**src/rtl/filter_iir_pkg.sv**
```systemverilog
// Shared definitions for the SOS IIR cascade: FSM encoding, coefficient slot indices and
// arithmetic helpers used to size the accumulator and its saturation limits.
package filter_iir_pkg;

  typedef enum logic [1:0] {StIdle, StMac, StUpd, StDone} state_e;

  localparam int unsigned N_COEF = 5;

  localparam logic [2:0] K_B0 = 3'd0;
  localparam logic [2:0] K_B1 = 3'd1;
  localparam logic [2:0] K_B2 = 3'd2;
  localparam logic [2:0] K_A1 = 3'd3;
  localparam logic [2:0] K_A2 = 3'd4;

  function automatic int unsigned acc_width(input int unsigned bw);
    return 2 * bw + 3;
  endfunction

  function automatic logic signed [63:0] sat_max(input int unsigned bw);
    return (64'sd1 <<< (bw - 1)) - 64'sd1;
  endfunction

  function automatic logic signed [63:0] sat_min(input int unsigned bw);
    return -(64'sd1 <<< (bw - 1));
  endfunction

endpackage

```
**src/rtl/iir_sos_mac.sv**
```systemverilog
// Shared multiply-accumulate for the SOS cascade: signed product, accumulator with
// clear/subtract control and the arithmetic shift plus saturation back to data width.
module iir_sos_mac
  import filter_iir_pkg::*;
#(
  parameter int unsigned BIT_WIDTH = 16,
  parameter int unsigned BIT_FRAC  = 14,
  parameter bit          FPGA_MULT = 1'b0
) (
  input  logic                        CLK,
  input  logic                        RST,
  input  logic                        clr,
  input  logic                        en,
  input  logic                        sub,
  input  logic signed [BIT_WIDTH-1:0] coef,
  input  logic signed [BIT_WIDTH-1:0] data,
  output logic signed [BIT_WIDTH-1:0] result
);

  localparam int unsigned ACC_W  = acc_width(BIT_WIDTH);
  localparam int unsigned PROD_W = 2 * BIT_WIDTH;
  localparam logic signed [ACC_W-1:0] SAT_HI = ACC_W'(sat_max(BIT_WIDTH));
  localparam logic signed [ACC_W-1:0] SAT_LO = ACC_W'(sat_min(BIT_WIDTH));

  logic signed [PROD_W-1:0] prod;
  logic signed [ACC_W-1:0]  prod_ext;
  logic signed [ACC_W-1:0]  acc_q, acc_d;
  logic signed [ACC_W-1:0]  acc_shr;

  if (FPGA_MULT) begin : g_fpga_mult
    // Explicit sign replication keeps the operand shape a DSP slice expects
    logic signed [PROD_W-1:0] coef_ext, data_ext;
    assign coef_ext = {{BIT_WIDTH{coef[BIT_WIDTH-1]}}, coef};
    assign data_ext = {{BIT_WIDTH{data[BIT_WIDTH-1]}}, data};
    assign prod     = coef_ext * data_ext;
  end else begin : g_asic_mult
    assign prod = PROD_W'(coef) * PROD_W'(data);
  end

  assign prod_ext = ACC_W'(prod);

  always_comb begin
    acc_d = acc_q;
    if (en) begin
      acc_d = (clr ? '0 : acc_q) + (sub ? -prod_ext : prod_ext);
    end
  end

  always_ff @(posedge CLK) begin
    if (RST) begin
      acc_q <= '0;
    end else begin
      acc_q <= acc_d;
    end
  end

  assign acc_shr = acc_q >>> BIT_FRAC;

  always_comb begin
    result = acc_shr[BIT_WIDTH-1:0];
    if (acc_shr > SAT_HI) begin
      result = SAT_HI[BIT_WIDTH-1:0];
    end else if (acc_shr < SAT_LO) begin
      result = SAT_LO[BIT_WIDTH-1:0];
    end
  end

endmodule

```
**src/rtl/filter_iir_sos_cascade.sv**
```systemverilog
// Multi-channel cascade of Direct Form 1 biquads sharing one MAC; each sample walks all
// sections, five products per section, then a tap-update cycle.
module filter_iir_sos_cascade
  import filter_iir_pkg::*;
#(
  parameter int unsigned  BIT_WIDTH = 16,
  parameter int unsigned  BIT_FRAC  = 14,
  parameter int unsigned  N_SECT    = 2,
  parameter int unsigned  N_CH      = 4,
  parameter bit           UINT_IO   = 1'b0,
  parameter bit           FPGA_MULT = 1'b0,
  localparam int unsigned CH_W      = (N_CH > 1) ? $clog2(N_CH) : 1,
  localparam int unsigned CA_W      = $clog2(N_COEF * N_SECT)
) (
  input  logic                 CLK,
  input  logic                 RST,
  input  logic                 START,
  input  logic [CH_W-1:0]      CH_IN,
  input  logic [BIT_WIDTH-1:0] DATA_IN,
  output logic                 RDY,
  output logic [BIT_WIDTH-1:0] DATA_OUT,
  output logic [CH_W-1:0]      CH_OUT,
  output logic                 DOUT_VALID,
  input  logic                 COEF_WE,
  input  logic [CA_W-1:0]      COEF_ADDR,
  input  logic [BIT_WIDTH-1:0] COEF_DATA,
  output logic                 COEF_ERR,
  input  logic                 TAP_CLR
);

  localparam int unsigned S_W     = (N_SECT > 1) ? $clog2(N_SECT) : 1;
  localparam int unsigned N_COEFS = N_COEF * N_SECT;
  localparam logic [CH_W:0] N_CH_L    = (CH_W + 1)'(N_CH);
  localparam logic [CA_W:0] N_COEFS_L = (CA_W + 1)'(N_COEFS);
  localparam logic [S_W-1:0] LAST_S   = S_W'(N_SECT - 1);
  localparam logic signed [BIT_WIDTH-1:0] COEF_ONE = BIT_WIDTH'(1 << BIT_FRAC);

  state_e state_q, state_d;
  logic   rdy, mac_en, mac_clr, mac_sub, upd, done;

  logic [2:0]                  k_q;
  logic [S_W-1:0]              s_q;
  logic [CH_W-1:0]             ch_q;
  logic signed [BIT_WIDTH-1:0] x_q, x_in, y, op_coef, op_data;
  logic [CA_W-1:0]             coef_idx;
  logic                        ch_ok, accept, addr_ok, coef_wr;

  logic signed [BIT_WIDTH-1:0] coef_q [N_COEFS];
  logic signed [BIT_WIDTH-1:0] x1_q [N_CH][N_SECT];
  logic signed [BIT_WIDTH-1:0] x2_q [N_CH][N_SECT];
  logic signed [BIT_WIDTH-1:0] y1_q [N_CH][N_SECT];
  logic signed [BIT_WIDTH-1:0] y2_q [N_CH][N_SECT];

  logic signed [BIT_WIDTH-1:0] dout_q;
  logic [CH_W-1:0]             ch_out_q;
  logic                        dout_valid_q, coef_err_q;

  assign ch_ok   = {1'b0, CH_IN} < N_CH_L;
  assign accept  = (state_q == StIdle) && START && ch_ok;
  assign addr_ok = {1'b0, COEF_ADDR} < N_COEFS_L;
  assign coef_wr = COEF_WE && (state_q == StIdle) && addr_ok;
  assign x_in    = UINT_IO ? {~DATA_IN[BIT_WIDTH-1], DATA_IN[BIT_WIDTH-2:0]} : DATA_IN;

  always_ff @(posedge CLK) begin
    if (RST) begin
      state_q <= StIdle;
    end else begin
      state_q <= state_d;
    end
  end

  always_comb begin
    state_d = state_q;
    unique case (state_q)
      StIdle:  if (accept) state_d = StMac;
      StMac:   if (k_q == K_A2) state_d = StUpd;
      StUpd:   state_d = (s_q == LAST_S) ? StDone : StMac;
      StDone:  state_d = StIdle;
      default: state_d = StIdle;
    endcase
  end

  always_comb begin
    rdy     = (state_q == StIdle);
    mac_en  = (state_q == StMac);
    mac_clr = mac_en && (k_q == K_B0);
    mac_sub = (k_q >= K_A1);
    upd     = (state_q == StUpd);
    done    = (state_q == StDone);
  end

  // Operand pair for the current product; feedback terms are subtracted in the MAC
  always_comb begin
    coef_idx = CA_W'(s_q) * CA_W'(N_COEF) + CA_W'(k_q);
    op_coef  = coef_q[coef_idx];
    case (k_q)
      K_B0:    op_data = x_q;
      K_B1:    op_data = x1_q[ch_q][s_q];
      K_B2:    op_data = x2_q[ch_q][s_q];
      K_A1:    op_data = y1_q[ch_q][s_q];
      K_A2:    op_data = y2_q[ch_q][s_q];
      default: op_data = '0;
    endcase
  end

  always_ff @(posedge CLK) begin
    if (RST) begin
      k_q  <= '0;
      s_q  <= '0;
      ch_q <= '0;
      x_q  <= '0;
    end else begin
      if (accept) begin
        ch_q <= CH_IN;
        x_q  <= x_in;
        s_q  <= '0;
        k_q  <= '0;
      end
      if (mac_en) begin
        k_q <= (k_q == K_A2) ? K_B0 : k_q + 3'd1;
      end
      if (upd) begin
        x_q <= y;
        if (s_q != LAST_S) begin
          s_q <= s_q + S_W'(1);
        end
      end
    end
  end

  always_ff @(posedge CLK) begin
    if (RST || (rdy && TAP_CLR)) begin
      for (int c = 0; c < N_CH; c++) begin
        for (int s = 0; s < N_SECT; s++) begin
          x1_q[c][s] <= '0;
          x2_q[c][s] <= '0;
          y1_q[c][s] <= '0;
          y2_q[c][s] <= '0;
        end
      end
    end else if (upd) begin
      x1_q[ch_q][s_q] <= x_q;
      x2_q[ch_q][s_q] <= x1_q[ch_q][s_q];
      y1_q[ch_q][s_q] <= y;
      y2_q[ch_q][s_q] <= y1_q[ch_q][s_q];
    end
  end

  always_ff @(posedge CLK) begin
    if (RST) begin
      for (int i = 0; i < N_COEFS; i++) begin
        coef_q[i] <= ((i % N_COEF) == 0) ? COEF_ONE : '0;
      end
    end else if (coef_wr) begin
      coef_q[COEF_ADDR] <= COEF_DATA;
    end
  end

  always_ff @(posedge CLK) begin
    if (RST) begin
      dout_q       <= '0;
      ch_out_q     <= '0;
      dout_valid_q <= 1'b0;
      coef_err_q   <= 1'b0;
    end else begin
      dout_valid_q <= done;
      coef_err_q   <= COEF_WE && !coef_wr;
      if (done) begin
        dout_q   <= x_q;
        ch_out_q <= ch_q;
      end
    end
  end

  iir_sos_mac #(
    .BIT_WIDTH (BIT_WIDTH),
    .BIT_FRAC  (BIT_FRAC),
    .FPGA_MULT (FPGA_MULT)
  ) u_mac (
    .CLK    (CLK),
    .RST    (RST),
    .clr    (mac_clr),
    .en     (mac_en),
    .sub    (mac_sub),
    .coef   (op_coef),
    .data   (op_data),
    .result (y)
  );

  assign RDY        = rdy;
  assign DATA_OUT   = UINT_IO ? {~dout_q[BIT_WIDTH-1], dout_q[BIT_WIDTH-2:0]} : dout_q;
  assign CH_OUT     = ch_out_q;
  assign DOUT_VALID = dout_valid_q;
  assign COEF_ERR   = coef_err_q;

endmodule

```
**config.mk**
```make
export PLATFORM = sky130hd
export DESIGN_NAME = filter_iir_sos_cascade
export DESIGN_NICKNAME = d
export VERILOG_FILES = /design/src/rtl/filter_iir_pkg.sv /design/src/rtl/iir_sos_mac.sv /design/src/rtl/filter_iir_sos_cascade.sv
export SDC_FILE = /design/constraint.sdc
export NUM_CORES = 2
export LEC_CHECK = 0
export CORE_MARGIN = 1.5
export CORE_UTILIZATION = 40
export CTS_BUF_LIST = sky130_fd_sc_hd__clkbuf_4
export DETAILED_ROUTE_END_ITERATION = 7
export GPL_TIMING_DRIVEN = 0
export PLACE_DENSITY = 0.68
export SETUP_SLACK_MARGIN = 0.3
export SYNTH_ARGS = -nofsm -noshare
export SYNTH_HDL_FRONTEND = slang
export SYNTH_SLANG_ARGS = --single-unit
export TNS_END_PERCENT = 10
```
**constraint.sdc**
```tcl
create_clock -name CLK -period 12.2 [get_ports CLK]
set_input_delay 2.44 -clock CLK [delete_from_list [all_inputs] [get_ports CLK]]
set_output_delay 2.44 -clock CLK [all_outputs]
set_load 0.03 [all_outputs]
```
* After elaboration in Yosys (flattened, before gate mapping)
Memories as Yosys holds them, arrays and structs flattened. A register that Yosys moved wholly into a read port is not among the register bits.
Cells that the tools add are included.
** Storage, ports and cells
- Memories kept :: 5
- Logic and storage cells :: 121
- Input bits :: 43
- Output and inout port bits :: 21
- Bits in writable memories :: 672
- Bits in registers :: 79
** Operators by class
- Multiply operators :: 2
- Bitwise gates (word level) :: 1
- Magnitude comparators :: 6
- Equality and inequality tests :: 9
- Add/sub/neg operators :: 5
- Reduce and logical (&&, ||, !) cells :: 19
- Mux-type cells :: 64
** Memories
- coef_q :: depth 10, width 16, read ports 1, clocked after Yosys merged registers in 0, wr ports 10, line filter_iir_sos_cascade.sv:48 : logic signed [BIT_WIDTH-1:0] coef_q [N_COEFS];
- x1_q :: depth 4, width 32, read ports 1, clocked after Yosys merged registers in 1, wr ports 4, line filter_iir_sos_cascade.sv:49 : logic signed [BIT_WIDTH-1:0] x1_q [N_CH][N_SECT];
- x2_q :: depth 4, width 32, read ports 1, clocked after Yosys merged registers in 1, wr ports 4, line filter_iir_sos_cascade.sv:50 : logic signed [BIT_WIDTH-1:0] x2_q [N_CH][N_SECT];
- y1_q :: depth 4, width 32, read ports 1, clocked after Yosys merged registers in 1, wr ports 4, line filter_iir_sos_cascade.sv:51 : logic signed [BIT_WIDTH-1:0] y1_q [N_CH][N_SECT];
- y2_q :: depth 4, width 32, read ports 1, clocked after Yosys merged registers in 1, wr ports 4, line filter_iir_sos_cascade.sv:52 : logic signed [BIT_WIDTH-1:0] y2_q [N_CH][N_SECT];
** Operators by type and width (count)
- $mux W16 :: 18
- $mux W32 :: 9
- $reduce_or A32 Y1 :: 4
- $pmux W16 S5 :: 1
- $mux W35 :: 2
- $add A35 B35 Y35 :: 1
- $neg A35 Y35 :: 1
- $mul A16 B16 Y32 :: 1
- $mux W2 :: 15
- $gt A21 B16 Y1 const B :: 1
- $lt A21 B16 Y1 const B :: 1
- $demux W16 S1 :: 1
- $reduce_or A16 Y1 :: 1
- $mux W1 :: 13
- $mux W3 :: 3
- $pmux W2 S4 :: 1
- $logic_and A1 B1 Y1 :: 7
- $eq A3 B2 Y1 const B :: 2
- $add A4 B3 Y4 :: 1
- $eq A2 B2 Y1 const B :: 2
- $lt A4 B4 Y1 const B :: 1
- $mul A1 B3 Y4 const B :: 1
- $mux W4 :: 1
- $ne A2 B1 Y1 const B :: 2
- other kinds (15) :: 16

* Depth between registers and ports, before layout
- Word-level depth :: 9
- Mapped depth :: 49
- Mapped depth without buffers :: 45

* Modules after synthesis
A second synthesis with hierarchy kept.
** Second synthesis, totals
- Cells, all modules :: 4029
- Area total of the unflattened synthesis :: 49895.4 um2
** By module, submodules not included
- filter_iir_sos_cascade :: cells each 2336, area each 35539.1 um2, seq. area each 23983.0 um2, times used 1
- iir_sos_mac :: cells each 1693, area each 14356.3 um2, seq. area each 700.7 um2, times used 1

* Worst setup path after synthesis
No wires, ideal clock.
- Path type :: reg2reg
- From :: reg with a tool-made name
- To :: reg u_mac.acc_q[34]
- Data required time :: 12.142 ns
- Setup slack :: 0.436 ns
- Arrival time :: 11.706 ns
- Cell stages (with the launch flop) :: 45
- Setup time :: 0.058 ns
- Clock period less this slack :: 11.764 ns
- Path buffers :: 6
- Cells stage by stage :: dfxtp_1 > buf_2 > buf_6 > buf_2 > buf_1 > buf_1 > mux4_2 > mux2i_1 > nor2_1 > nor3_1 > clkbuf_1 > nor2_1 > fa_1 > inv_1 > fa_1 > fa_1 > inv_1 > fa_1 > (+9 left out) > a21oi_1 > xor2_1 > and4_1 > and3_1 > nor2_1 > xnor2_1 > ha_1 > a21o_1 > a21o_1 > a21oi_1 > o22a_1 > o21ai_0 > a221o_1 > o41ai_1 > o21ai_0 > or4_1 > a311oi_1 > a211o_1
** RTL lines
- to (signal assigned) :: line iir_sos_mac.sv:51 : acc_q <= '0;
- to (signal assigned) :: line iir_sos_mac.sv:53 : acc_q <= acc_d;
- to (decl) :: line iir_sos_mac.sv:27 : logic signed [ACC_W-1:0] acc_q, acc_d;

* Final worst setup path
- From :: reg s_q
- To :: reg u_mac.acc_q[34]
** Between the ends
- Cells in the longest elaborated chain, start to end :: 9
- Elaborated cells between the ends (all ways) :: 21
- Classes of those cells :: add/sub (3); mul (2); mux (14); bitwise (1); memory (1)
** RTL lines
- from (decl) :: line filter_iir_sos_cascade.sv:42 : logic [S_W-1:0] s_q;
- from (signal assigned) :: line filter_iir_sos_cascade.sv:125 : s_q <= s_q + S_W'(1);
- branches (longest 5 deep; another with $mem_v2 Z10 W16)
- $mul A16 B16 Y32 (*) :: line iir_sos_mac.sv:37 : assign prod = PROD_W'(coef) * PROD_W'(data);
- $neg A35 Y35 :: line iir_sos_mac.sv:45 : acc_d = (clr ? '0 : acc_q) + (sub ? -prod_ext : prod_ext);
- $mux W35 (*) :: line iir_sos_mac.sv:45
- $add A35 B35 Y35 (*) :: line iir_sos_mac.sv:45
Mark *: on every way between the ends. The select of a mux whose other input is x is not followed.
A chain may end at the register's enable or synchronous reset.

==> out/metrics.cfg <==
[final_layout]
flow.area_growth_from_synthesis_pct = 17.4
final_design_area_no_fill_um2 = 57000
final_layout_size_suffix_gt1_frac = 0.185
fillerInstances = 10800
post-route-util = 0.475
final_nets = 4904

[global_route]
grt_pass1_vias = 34100
track_usage = 0.229
wire_length_of_the_first_global_routing_pass_mm = 208
globalRouteOverflowTotal = 0
grt_start_max_net_pins = 52
grt_antenna_before_repair = 6

[worst_setup_path]
worstSetupPathType = reg2reg
r2r_cells = 44
worst_path_largest_cell_delay_ns = 0.53
startpoint_type = flop
worst-r2r-setup-slack_ns = 0.54
worst_setup_path_end_kind = flop
critPathBufInv = 10
critPathArrivalTime_ns = 12.74
cpMostUsedCell = fa_1
critical_path.max_fanout = 10
timing.critical_path.max_delay_family = adder cells
cpMaxStageDelayCell = fa_1
r2r-start = s_q
worst-endpoint-required_ns = 13.28
regToRegEndpoint = u_mac.acc_q[34]

[power_and_ir_drop]
design_power_total_uw = 10500
power.static_leakage_uw = 0.0223
power.density_nw_per_um2 = 185
vdd_drop_max_mv = 0.184
seqPwrFrac = 0.322
share_clk_of_total_power = 0.230
sw_frac_of_total = 0.393
internal-power_uw = 6390
power.net_switching_uw = 4140
pwr-share-comb = 0.448

[cts]
clk_latency_ns = 1.22
number_of_buffers_on_the_longest_clock_path = 3
cts.sinks = 849
cts_tree = built
numCtsBuffers = 212
cts.clk_slew.worst_paths_ns = 0.07
cts_root_buffer = clkbuf_4
htreeDepth = 4
post_cts_hold_buffer_count = 0

[synth]
synth.yosys.warnings = 0
mappedNetlistArea_um2 = 48600
synth_enable_flop_cells = 768
cells_after_synth = 3995
synth_unique_cells = 80
main_synth_ff_type = edfxtp_1
avgSynthCellArea_um2 = 12.2
ys_seq_area_frac = 0.508
synth_async_sr_flop_share = 0
ys_ff_latch = 849

[drt]
initial_drt_pass_iterations = 6
drc = 0
antenna_left = 0
vias = 34400
initialDrtViolationCount = 4129
drt-wirelength-per-cell_um = 22.7
vias_per_cell = 5.50
detail_route.wirelength_mm = 142

[timing]
timing_worst_slew_pin_value_ns = 1.28
final_period_minus_worst_setup_slack_ns = 11.66
min_period_over_period = 0.956
slew_headroom = 0.146
grt_setup_unrepaired = true
report.final.setup_viol = 0
maxClockFrequency_mhz = 85.7
timing_max_transition_violations_final = 0
hold_viol_final = 0
finalClockSkew_ns = 0.147
worst_slack_ns = 0.538
setup-tns-final_ns = 0

[hold_path]
holdPathEnd = u_mac.acc_q[11]
hold_path_depth = 2
timing.hold.worst.start = u_mac.acc_q[11]
holdCritPathClass = reg2reg

[placed_design]
place.gp.congestion = 0.968
dp.final_hpwl_mm = 98.3
placement.cell_area_um2 = 51900
placement.io_buffers = 62
post-place-ws_ns = -2.88

[floorplan]
die-width_um = 352
initial_utilization = 0.404
die_area_um2 = 124000
design.core.area_um2 = 120000
chipHeight_um = 352
design.portCount = 64
rows = 127

[status]
status = completed

[flow_run]
max_cap_viol_count = 0

## power groups by stage
stage	Combinational [µW]	Clock (µW)	Sequential, µW
floorplan	3130	0	3430
global placement	4250	0	3460
detailed placement	4290	0	3450
CTS	4490	2440	3390
global route	5130	2570	3400
finish	4720	2420	3390
## worst max path at each step
stage	to	cells past startpoint	startpoint	slack [ns]
2_1_floorplan	u_mac.acc_q[34]	44	flop	0.44
3_3_place_gp	u_mac.acc_q[34]	42	flop	-3.08
3_5_place_dp	u_mac.acc_q[34]	41	flop	-2.88
4_1_cts	u_mac.acc_q[34]	45	flop	0.35
5_1_grt	u_mac.acc_q[34]	47	flop	0.18
6_report	u_mac.acc_q[34]	44	s_q	0.54
## flip-flops by register name (all words and copies together), names as in the netlist, 2 cells and up, named ones only
name,count
CH_OUT,2
DATA_OUT,16
ch_q,2
coef_q,256
k_q,3
state_q,2
u_mac.acc_q,35
x1_q,128
x2_q,128
x_q,16
y1_q,128
y2_q,128
## through the flow
step,instances,hold WS [ns]
2_1_floorplan,4090,0.427
3_3_place_gp,5764,0.434
3_5_place_dp,5777,0.441
4_1_cts,6187,0.449
5_1_grt,6251,0.469
6_report,6254,0.445
## placed cells by master, fill, tap and decap left out, types with 34 or more instances in the layout
master	Yosys	layout
edfxtp_1	768	768
nor2_1	730	724
inv_1	334	334
clkbuf_4	0	327
nand2_1	287	274
fa_1	264	264
mux4_2	199	199
a21oi_1	185	180
clkbuf_1	181	131
ha_1	124	122
and2_1	119	119
nor2b_1	115	114
conb_1	1	96
buf_4	0	85
dfxtp_1	81	80
clkdlybuf4s50_1	0	62
nand2b_1	60	60
xnor2_1	59	56
clkinv_1	6	47
mux2i_4	0	37
o21ai_0	38	34
## synthesized netlist by cell type, types with 66 or more instances
cell / instances / share of area
mux2i_1: 66 / 0.014
mux4_2: 199 / 0.092
clkbuf_1: 181 / 0.014
fa_1: 264 / 0.11
nand2_1: 287 / 0.022
edfxtp_1: 768 / 0.47
dfxtp_1: 81 / 0.033
inv_1: 334 / 0.026
ha_1: 124 / 0.032
nor2b_1: 115 / 0.015
and2_1: 119 / 0.015
nor2_1: 730 / 0.056
a21oi_1: 185 / 0.019
## per-layer routing
metal	GRT usage	routed length, µm	up-vias
li1	-	-	14900
met1	0.299	54000	17300
met2	0.361	66400	1918
met3	0.0555	15600	311
met4	0.106	5900	4
met5	0	35	-
## kinds of logic (layout without fill, tap and decap cells)
kind of cell | after synthesis | after routing | share of synthesized area
AOI/OAI and AO/OA | 412 | 412 | 0.0529
xor gates and xnor gates | 88 | 88 | 0.0159
adders and majority gates | 388 | 388 | 0.141
buffers and inverters | 557 | 1102 | 0.0434
DFF | 849 | 849 | 0.508
muxes | 268 | 268 | 0.107
other | 1 | 103 | 0.0000772
and+or+nand+nor | 1432 | 1432 | 0.132
## timing repair
| action | CTS | global route |
|---|---|---|
| resized for setup | 323 | 135 |
| pin swaps | 13 | 20 |
| cloned | 0 | 1 |
| buffers inserted | 34 | 58 |
| endpoints found under the setup margin | 22 | 6 |
## layout make-up
type	count	area (µm²)	share of cell area
clock inverter	60	335	0.00588
multi-input combinational	2684	23100	0.405
tap	1612	2020	0.0354
clock buffer	316	2370	0.0416
sequential	849	24700	0.433
antenna	7	17.5	0.000307
buffer	217	1370	0.0241
inverter	340	1280	0.0224
timing repair buffer	169	1880	0.0330
## worst reg2reg max path, delay by kind of cell (launching register included)
kind                     cells  cell delay, ns
adder cells (fa/ha/maj)      8            3.40
AO/OA/AOI/OAI               12            2.86
AND/OR/NAND/NOR             11            2.06
buffers and inverters       10            2.02
flip-flops                   1            0.50
XOR/XNOR                     2            0.39
multiplexers                 1            0.32
(Power assumes the default switching activity.)
